[src/rtl/uart_tx_frame.sv]
// UART transmitter: start, DATA_WIDTH bits LSB-first, optional parity, STOP_BITS stop bits; optional UART_TX_PARITY_INJ_EN.
// Latency: start bit on the line from the acceptance edge; frame is CLKS_PER_BIT*(1+DATA_WIDTH+P+STOP_BITS) cycles.
// Backpressure: tx_ready high only in IDLE; tx_valid is ignored while a frame is on the line.
module uart_tx_frame #(
    parameter int DATA_WIDTH   = 8,
    parameter int CLKS_PER_BIT = 16,
    parameter int STOP_BITS    = 1
) (
    input  logic                  clk,
    input  logic                  rst_n,
    input  logic [DATA_WIDTH-1:0] tx_data,
    input  logic [1:0]            parity_mode,
    input  logic                  tx_valid,
`ifdef UART_TX_PARITY_INJ_EN
    input  logic                  parity_inject,
`endif
    output logic                  tx_ready,
    output logic                  tx_serial,
    output logic                  tx_busy,
    output logic                  tx_done
);

    localparam int BW = (CLKS_PER_BIT > 1) ? $clog2(CLKS_PER_BIT) : 1;
    localparam int IW = $clog2(DATA_WIDTH);
    localparam logic [BW-1:0] BAUD_LAST = BW'(CLKS_PER_BIT - 1);
    localparam logic [IW-1:0] DATA_LAST = IW'(DATA_WIDTH - 1);
    localparam logic [IW-1:0] STOP_LAST = IW'(STOP_BITS - 1);

    typedef enum logic [2:0] {S_IDLE, S_START, S_DATA, S_PARITY, S_STOP} state_t;

    state_t                state_q, state_nxt;
    logic [BW-1:0]         baud_q, baud_nxt;
    logic [IW-1:0]         bit_q, bit_nxt;
    logic [DATA_WIDTH-1:0] sh_q, sh_nxt;
    logic                  par_q, par_nxt;
    logic                  par_en_q, par_en_nxt;
    logic                  serial_nxt, busy_nxt, done_nxt;
    logic                  accept, wrap, par_calc, par_en_calc, inj;

`ifdef UART_TX_PARITY_INJ_EN
    assign inj = parity_inject;
`else
    assign inj = 1'b0;
`endif

    assign tx_ready    = (state_q == S_IDLE);
    assign accept      = tx_valid && tx_ready;
    assign wrap        = (baud_q == BAUD_LAST);
    assign par_en_calc = (parity_mode == 2'b01) || (parity_mode == 2'b10);
    assign par_calc    = (parity_mode == 2'b01) ? ^tx_data : ~^tx_data;

    always_ff @(posedge clk or negedge rst_n) begin
        if (!rst_n) begin
            state_q   <= S_IDLE;
            baud_q    <= '0;
            bit_q     <= '0;
            sh_q      <= '0;
            par_q     <= 1'b0;
            par_en_q  <= 1'b0;
            tx_serial <= 1'b1;
            tx_busy   <= 1'b0;
            tx_done   <= 1'b0;
        end else begin
            state_q   <= state_nxt;
            baud_q    <= baud_nxt;
            bit_q     <= bit_nxt;
            sh_q      <= sh_nxt;
            par_q     <= par_nxt;
            par_en_q  <= par_en_nxt;
            tx_serial <= serial_nxt;
            tx_busy   <= busy_nxt;
            tx_done   <= done_nxt;
        end
    end

    // The data word is shifted right as each bit completes, so the line always shows sh_q[0] in DATA.
    always_comb begin
        state_nxt  = state_q;
        baud_nxt   = wrap ? '0 : baud_q + BW'(1);
        bit_nxt    = bit_q;
        sh_nxt     = sh_q;
        par_nxt    = par_q;
        par_en_nxt = par_en_q;
        case (state_q)
            S_IDLE: begin
                baud_nxt = '0;
                bit_nxt  = '0;
                if (accept) begin
                    state_nxt  = S_START;
                    sh_nxt     = tx_data;
                    par_nxt    = par_calc ^ inj;
                    par_en_nxt = par_en_calc;
                end
            end
            S_START: begin
                if (wrap) begin
                    state_nxt = S_DATA;
                    bit_nxt   = '0;
                end
            end
            S_DATA: begin
                if (wrap) begin
                    sh_nxt = sh_q >> 1;
                    if (bit_q == DATA_LAST) begin
                        state_nxt = par_en_q ? S_PARITY : S_STOP;
                        bit_nxt   = '0;
                    end else begin
                        bit_nxt = bit_q + IW'(1);
                    end
                end
            end
            S_PARITY: begin
                if (wrap) begin
                    state_nxt = S_STOP;
                    bit_nxt   = '0;
                end
            end
            S_STOP: begin
                if (wrap) begin
                    if (bit_q == STOP_LAST) begin
                        state_nxt = S_IDLE;
                        bit_nxt   = '0;
                    end else begin
                        bit_nxt = bit_q + IW'(1);
                    end
                end
            end
            default: state_nxt = S_IDLE;
        endcase
    end

    // Outputs are computed from the next state and registered, so the line changes on the advancing edge.
    always_comb begin
        busy_nxt = (state_nxt != S_IDLE);
        done_nxt = (state_q == S_STOP) && (state_nxt == S_IDLE);
        case (state_nxt)
            S_START:  serial_nxt = 1'b0;
            S_DATA:   serial_nxt = sh_nxt[0];
            S_PARITY: serial_nxt = par_q;
            default:  serial_nxt = 1'b1;
        endcase
    end

endmodule

[config.mk]
export PLATFORM = sky130hd
export DESIGN_NAME = uart_tx_frame
export DESIGN_NICKNAME = d
export VERILOG_FILES = /design/src/rtl/uart_tx_frame.sv
export SDC_FILE = /design/constraint.sdc
export NUM_CORES = 1
export LEC_CHECK = 0
export CAP_MARGIN = 20
export CORE_ASPECT_RATIO = 1.25
export CORE_MARGIN = 5
export CORE_UTILIZATION = 45
export DETAILED_ROUTE_END_ITERATION = 16
export PLACE_DENSITY = 0.7
export SYNTH_ARGS = -nofsm -noshare
export SYNTH_HDL_FRONTEND = slang
export SYNTH_SLANG_ARGS = --single-unit
[constraint.sdc]
create_clock -name clk -period 1.65 [get_ports clk]
set_clock_uncertainty 0.05 [all_clocks]
set_input_delay 0.2475 -clock clk [delete_from_list [all_inputs] [get_ports clk]]
set_output_delay 0.2475 -clock clk [all_outputs]
set_load 0.05 [all_outputs]
# Word-level counts from Yosys, hierarchy flattened
# Cells that the tools add are included.
# totals
elab_cells	64
inputBits	13
output_inout_bits	4
register_bits	23
# classes
n_reduce_logical	15
n_addsub	2
n_eq_ne	15
muxes	22
# ops
cell	n
$mux W3	13
$mux W8	2
$pmux W8 S2	1
$pmux W3 S5	1
$eq A3 B2 Y1 const B	4
$pmux W3 S4	1
$logic_not A3 Y1	3
$mux W4	2
$reduce_xnor A8 Y1	1
$reduce_xor A8 Y1	1
$eq A3 B1 Y1 const B	2
$eq A3 B3 Y1 const B	2
$add A4 B1 Y4 const B	1
$eq A4 B4 Y1 const B	1
$ne A2 B1 Y1 const B	2
$ne A2 B2 Y1 const B	2
$reduce_and A4 Y1	1
$reduce_bool A4 Y1	1
$add A3 B1 Y3 const B	1
$pmux W1 S3	1
$reduce_and A3 Y1	1
$reduce_bool A3 Y1	1
$eq A2 B1 Y1 const B	1
$eq A2 B2 Y1 const B	1
6 further kinds	7

# Longest topological paths before layout
# logic_depth
ltp_word	6
depth_mapped	7
depth_no_buf	7

# Worst setup path after synthesis
# Ideal clock, no wire load.
# synth_timing
path_type	register -> register
start	register state_q[0]
end	register par_q
path_buffers	1
period_less_slack_ns	2.065
setup_ns	0.123
path_stages_with_launch	6
setup_slack_ns	-0.415
t_arrival_ns	1.892
path_cell_list	dfrtp_1 -> bufbuf_8 -> nor3_2 -> nand2_1 -> nand2_1 -> o21ai_1
# synth_between
elab_chain_cells	3
# synth_lines
item	line	rtl
start: declaration	31	state_t state_q, state_nxt;
start signal: assignment	64	state_q <= state_nxt;
$logic_not A3 Y1 *	46	assign tx_ready = (state_q == S_IDLE);
net tx_ready	17	output logic tx_ready,
$logic_and A1 B1 Y1	47	assign accept = tx_valid && tx_ready;
$reduce_and A2 Y1 (no line) *	n/a	
end signal: assignment	68	par_q <= par_nxt;
end: declaration	35	logic par_q, par_nxt;
# Mark *: on every way through the listed nets, which the timed path passes. The rest lies on a longest branch.
# A chain may end at the register's enable or synchronous reset.

# Worst setup path in the final report
# layout_timing
start	register bit_q[0]
end	register bit_q[0]
# layout_between
elab_chain_cells	4
# layout_lines
item	line	rtl
start: declaration	33	logic [IW-1:0] bit_q, bit_nxt;
start signal: assignment	66	bit_q <= bit_nxt;
$add A3 B1 Y3 (tied with other cells)	108, 124	
$mux W3, on equally long branches	120, 104	
$mux W3, on equally long branches	119, 102	
$pmux W3 S4 *	84	case (state_q)
# Every way passes the cells marked *; elsewhere a longest branch is shown, timed or not. The select of a mux whose other input is x is not followed.

==> flow_summary.yaml <==
status:
  status: "complete, but fails checks"
  violations: "setup timing"
power_and_ir_drop:
  p_switching_mw: 0.2212
  irDropWorstVdd_uv: 410.8
  clockPowerShare_pct: 27.7
  power_mw: 0.9510
  sw_frac_of_total_pct: 23.26
  combPwrFrac_pct: 11.5
  p_int_mw: 0.7298
  seqPwrFrac_pct: 60.8
  power.static_leakage_nw: 0.7842
  power_density_nw_per_um2: 537.9
worst_setup_path:
  endpoint: "bit_q[0]"
  end_kind: "flip-flop"
  cp_max_fo: 3
  worst-setup-path-type: "flip-flop to flip-flop"
  cp.required_ns: 1.84
  crit_slowest_cell: "or4b_1"
  r2r_slack_ns: -0.06
  critical_path.cell_chain: "ha_2 > ha_4 > o22a_1 > or4b_1 > a22oi_1"
  r2r_end: "bit_q[0]"
  crit_start: "bit_q[0]"
  path_delay_family: "simple AND/OR/NAND/NOR gates"
  crit_path_max_incr_delay_ns: 0.45
  r2r_cells: 5
  critPathArrivalTime_ns: 1.90
  cp.depth: 5
  startpoint_type: "flip-flop"
  r2r-start: "bit_q[0]"
  crit_buf_inv: 0
timing:
  min_period_ns: 1.713
  final-hold-violation-count: 0
  slew_viol_final: 0
  setup-violations-final: 3
  timing.hold.ws_ns: 0.2245
  setup_slack_ns: -0.06299
  worst_slew_pin_slew_ns: 0.2987
  slew_headroom_pct: 80.00
  max_freq_ghz: 0.5838
  rsz0062_at_grt: "yes"
  period_share_pct: 103.8
clock_tree:
  cts_max_level: 1
  cts_made_buffers: 3
  cts_max_path_buffers: 2
  cts_root_buf: "clkbuf_4"
  clock_sinks: 23
  cts_hold_buf: 0
  cts_tree: "done"
  clkTransAtPathRegs_ns: 0.13
  insertion_delay_ns: 0.31
synthesis:
  synth-seq-area-share_pct: 44.93
  yosysWarnings: 0
  synthTopCellsByCount: "22 x dfrtp_1, 21 x nand2_1, 8 x a22oi_1"
  synth_edf_count: 0
  post-synth-top-count-cell: "dfrtp_1"
  synth-seq-cells: 23
  synth_area_leaders: "dfrtp_1 43%, nand2_1 6.1%, ha_1 4.9%"
  synth_top_area_share_pct: 42.88
  synth_cell_type_count: 40
  synthArstFlopShare_pct: 100.0
  syn_avg_cell_area_um2: 10.19
  ys.flop_type: "dfrtp_1"
  netlist_area_um2: 1284
  yosysTopAreaCell: "dfrtp_1"
  synth_cells: 126
  syn_nets: 144
floorplanning:
  fp.dieH_um: 69.72
  core.rowCount: 21
  die-area_um2: 4027
  io_pins: 17
  start_util_pct: 47.43
  fp.dieW_um: 57.77
  core_area_um2: 2706
placed_design:
  hpwl_mm: 2.186
  gp_congestion: 0.7680
  portBuffers: 16
detailed_routing:
  drc: 0
  routedWlPerCell_um: 14.26
  first_iter_violations: 26
  routed_wl_mm: 2.937
  ant_nets: 0
  first_pass_iters: 5
  vias_per_cell: 5.379
  vias: 1108
global_route:
  grt_first_pass_wirelength_mm: 5.112
  grt_max_degree: 24
  grt_antenna_before_repair: 0
  grt_overflow_total: 0
  grt_usage_pct: 15.76
  grt_pass1_vias: 1207
min_path:
  hold_path.class: "primary input to asynchronous set/reset pin"
finish:
  antenna_cells: 0
  nets: 191
  synthToLayoutAreaGrowth_pct: 37.72
  drive_above_1_share_pct: 33.14
run:
  drv_cap: 0
## state kept, by name (all words and copies together), names as in the netlist
name,count
tx_serial,1
par_en_q,1
sh_q,8
baud_q,4
state_q,3
tx_busy,1
bit_q,3
par_q,1
tx_done,1
## timing repair
item,in CTS,in global routing
setup endpoints to repair,4,5
setup buffers,3,6
pin swaps,4,4
resized for setup,9,4
## cell usage in the layout, fill, tap and decap left out, types with 3 or more instances in the layout
master,instances
nand2_1,20
xnor2_1,7
nor2_1,4
dfrtp_1,19
o21ai_1,5
buf_4,31
o21ai_0,5
dfrtp_2,3
clkbuf_4,3
a22oi_1,8
inv_1,4
clkdlybuf4s50_1,12
xor2_1,3
## worst register-to-register path, cell delays in order (launching register included)
cell	delay (ns)
dfrtp_1	0.42
ha_2	0.21
ha_4	0.16
o22a_1	0.20
or4b_1	0.45
a22oi_1	0.15
## metrics by stage
step / area [µm²] / setup TNS, ns / util [%] / instances / setup slack [ns]
floorplan: 1299 / -0.001066 / - / 126 / -0.001066
global placement: 1647 / -0.2268 / 60.84 / 195 / -0.1090
detailed placement: 1647 / -0.4000 / 60.84 / 195 / -0.1991
CTS: 1728 / -0.1646 / 63.85 / 202 / -0.05825
global route: 1768 / -0.4394 / 65.33 / 206 / -0.1401
finish: 1768 / -0.1119 / 65.33 / 206 / -0.06299
## per-layer routing
| layer | wire length (µm) | share of wire [%] | track usage (%) |
|---|---|---|---|
| met3 | 82 | 2.8 | 1.862 |
| met5 | 0 | 0 | 0 |
| met2 | 1623 | 55 | 28.64 |
| met4 | 13 | 0.44 | 5.928 |
| met1 | 1217 | 41 | 18.23 |
## cell families after synthesis
kind of cell,after synthesis,synth area share [%]
buf+inv,9,4.971
mux,1,0.7798
simple gates,45,20.18
fa+ha+maj,5,4.873
compound gates,33,17.45
flops,23,44.93
xor+xnor,10,6.823
## final cells by class
type | count | area [µm²]
Inverter | 4 | 15.01
Sequential cell | 23 | 580.6
Tap cell | 34 | 42.54
Timing Repair Buffer | 47 | 415.4
Clock buffer | 4 | 26.28
Fill cell | 226 | 938.4
Multi-Input combinational cell | 94 | 688.2
## worst min path at each step
stage                 start         to  slack, ns  cells after the start
CTS                   rst_n   bit_q[1]       0.22                      2
global placement    sh_q[3]    sh_q[3]       0.41                      2
detailed placement  sh_q[5]    sh_q[5]       0.42                      2
finish                rst_n    sh_q[4]       0.22                      2
global route          rst_n   bit_q[0]       0.24                      2
floorplan             rst_n  baud_q[0]       -0.1                      0
## power by group through the flow
stage | Sequential (mW) | Combinational, mW | Clock, mW
detailed placement | 0.589 | 0.111 | 0
floorplan | 0.592 | 0.0462 | 0
CTS | 0.579 | 0.111 | 0.275
global placement | 0.589 | 0.108 | 0
global route | 0.580 | 0.119 | 0.303
finish | 0.578 | 0.109 | 0.264
(Power assumes the default switching activity.)
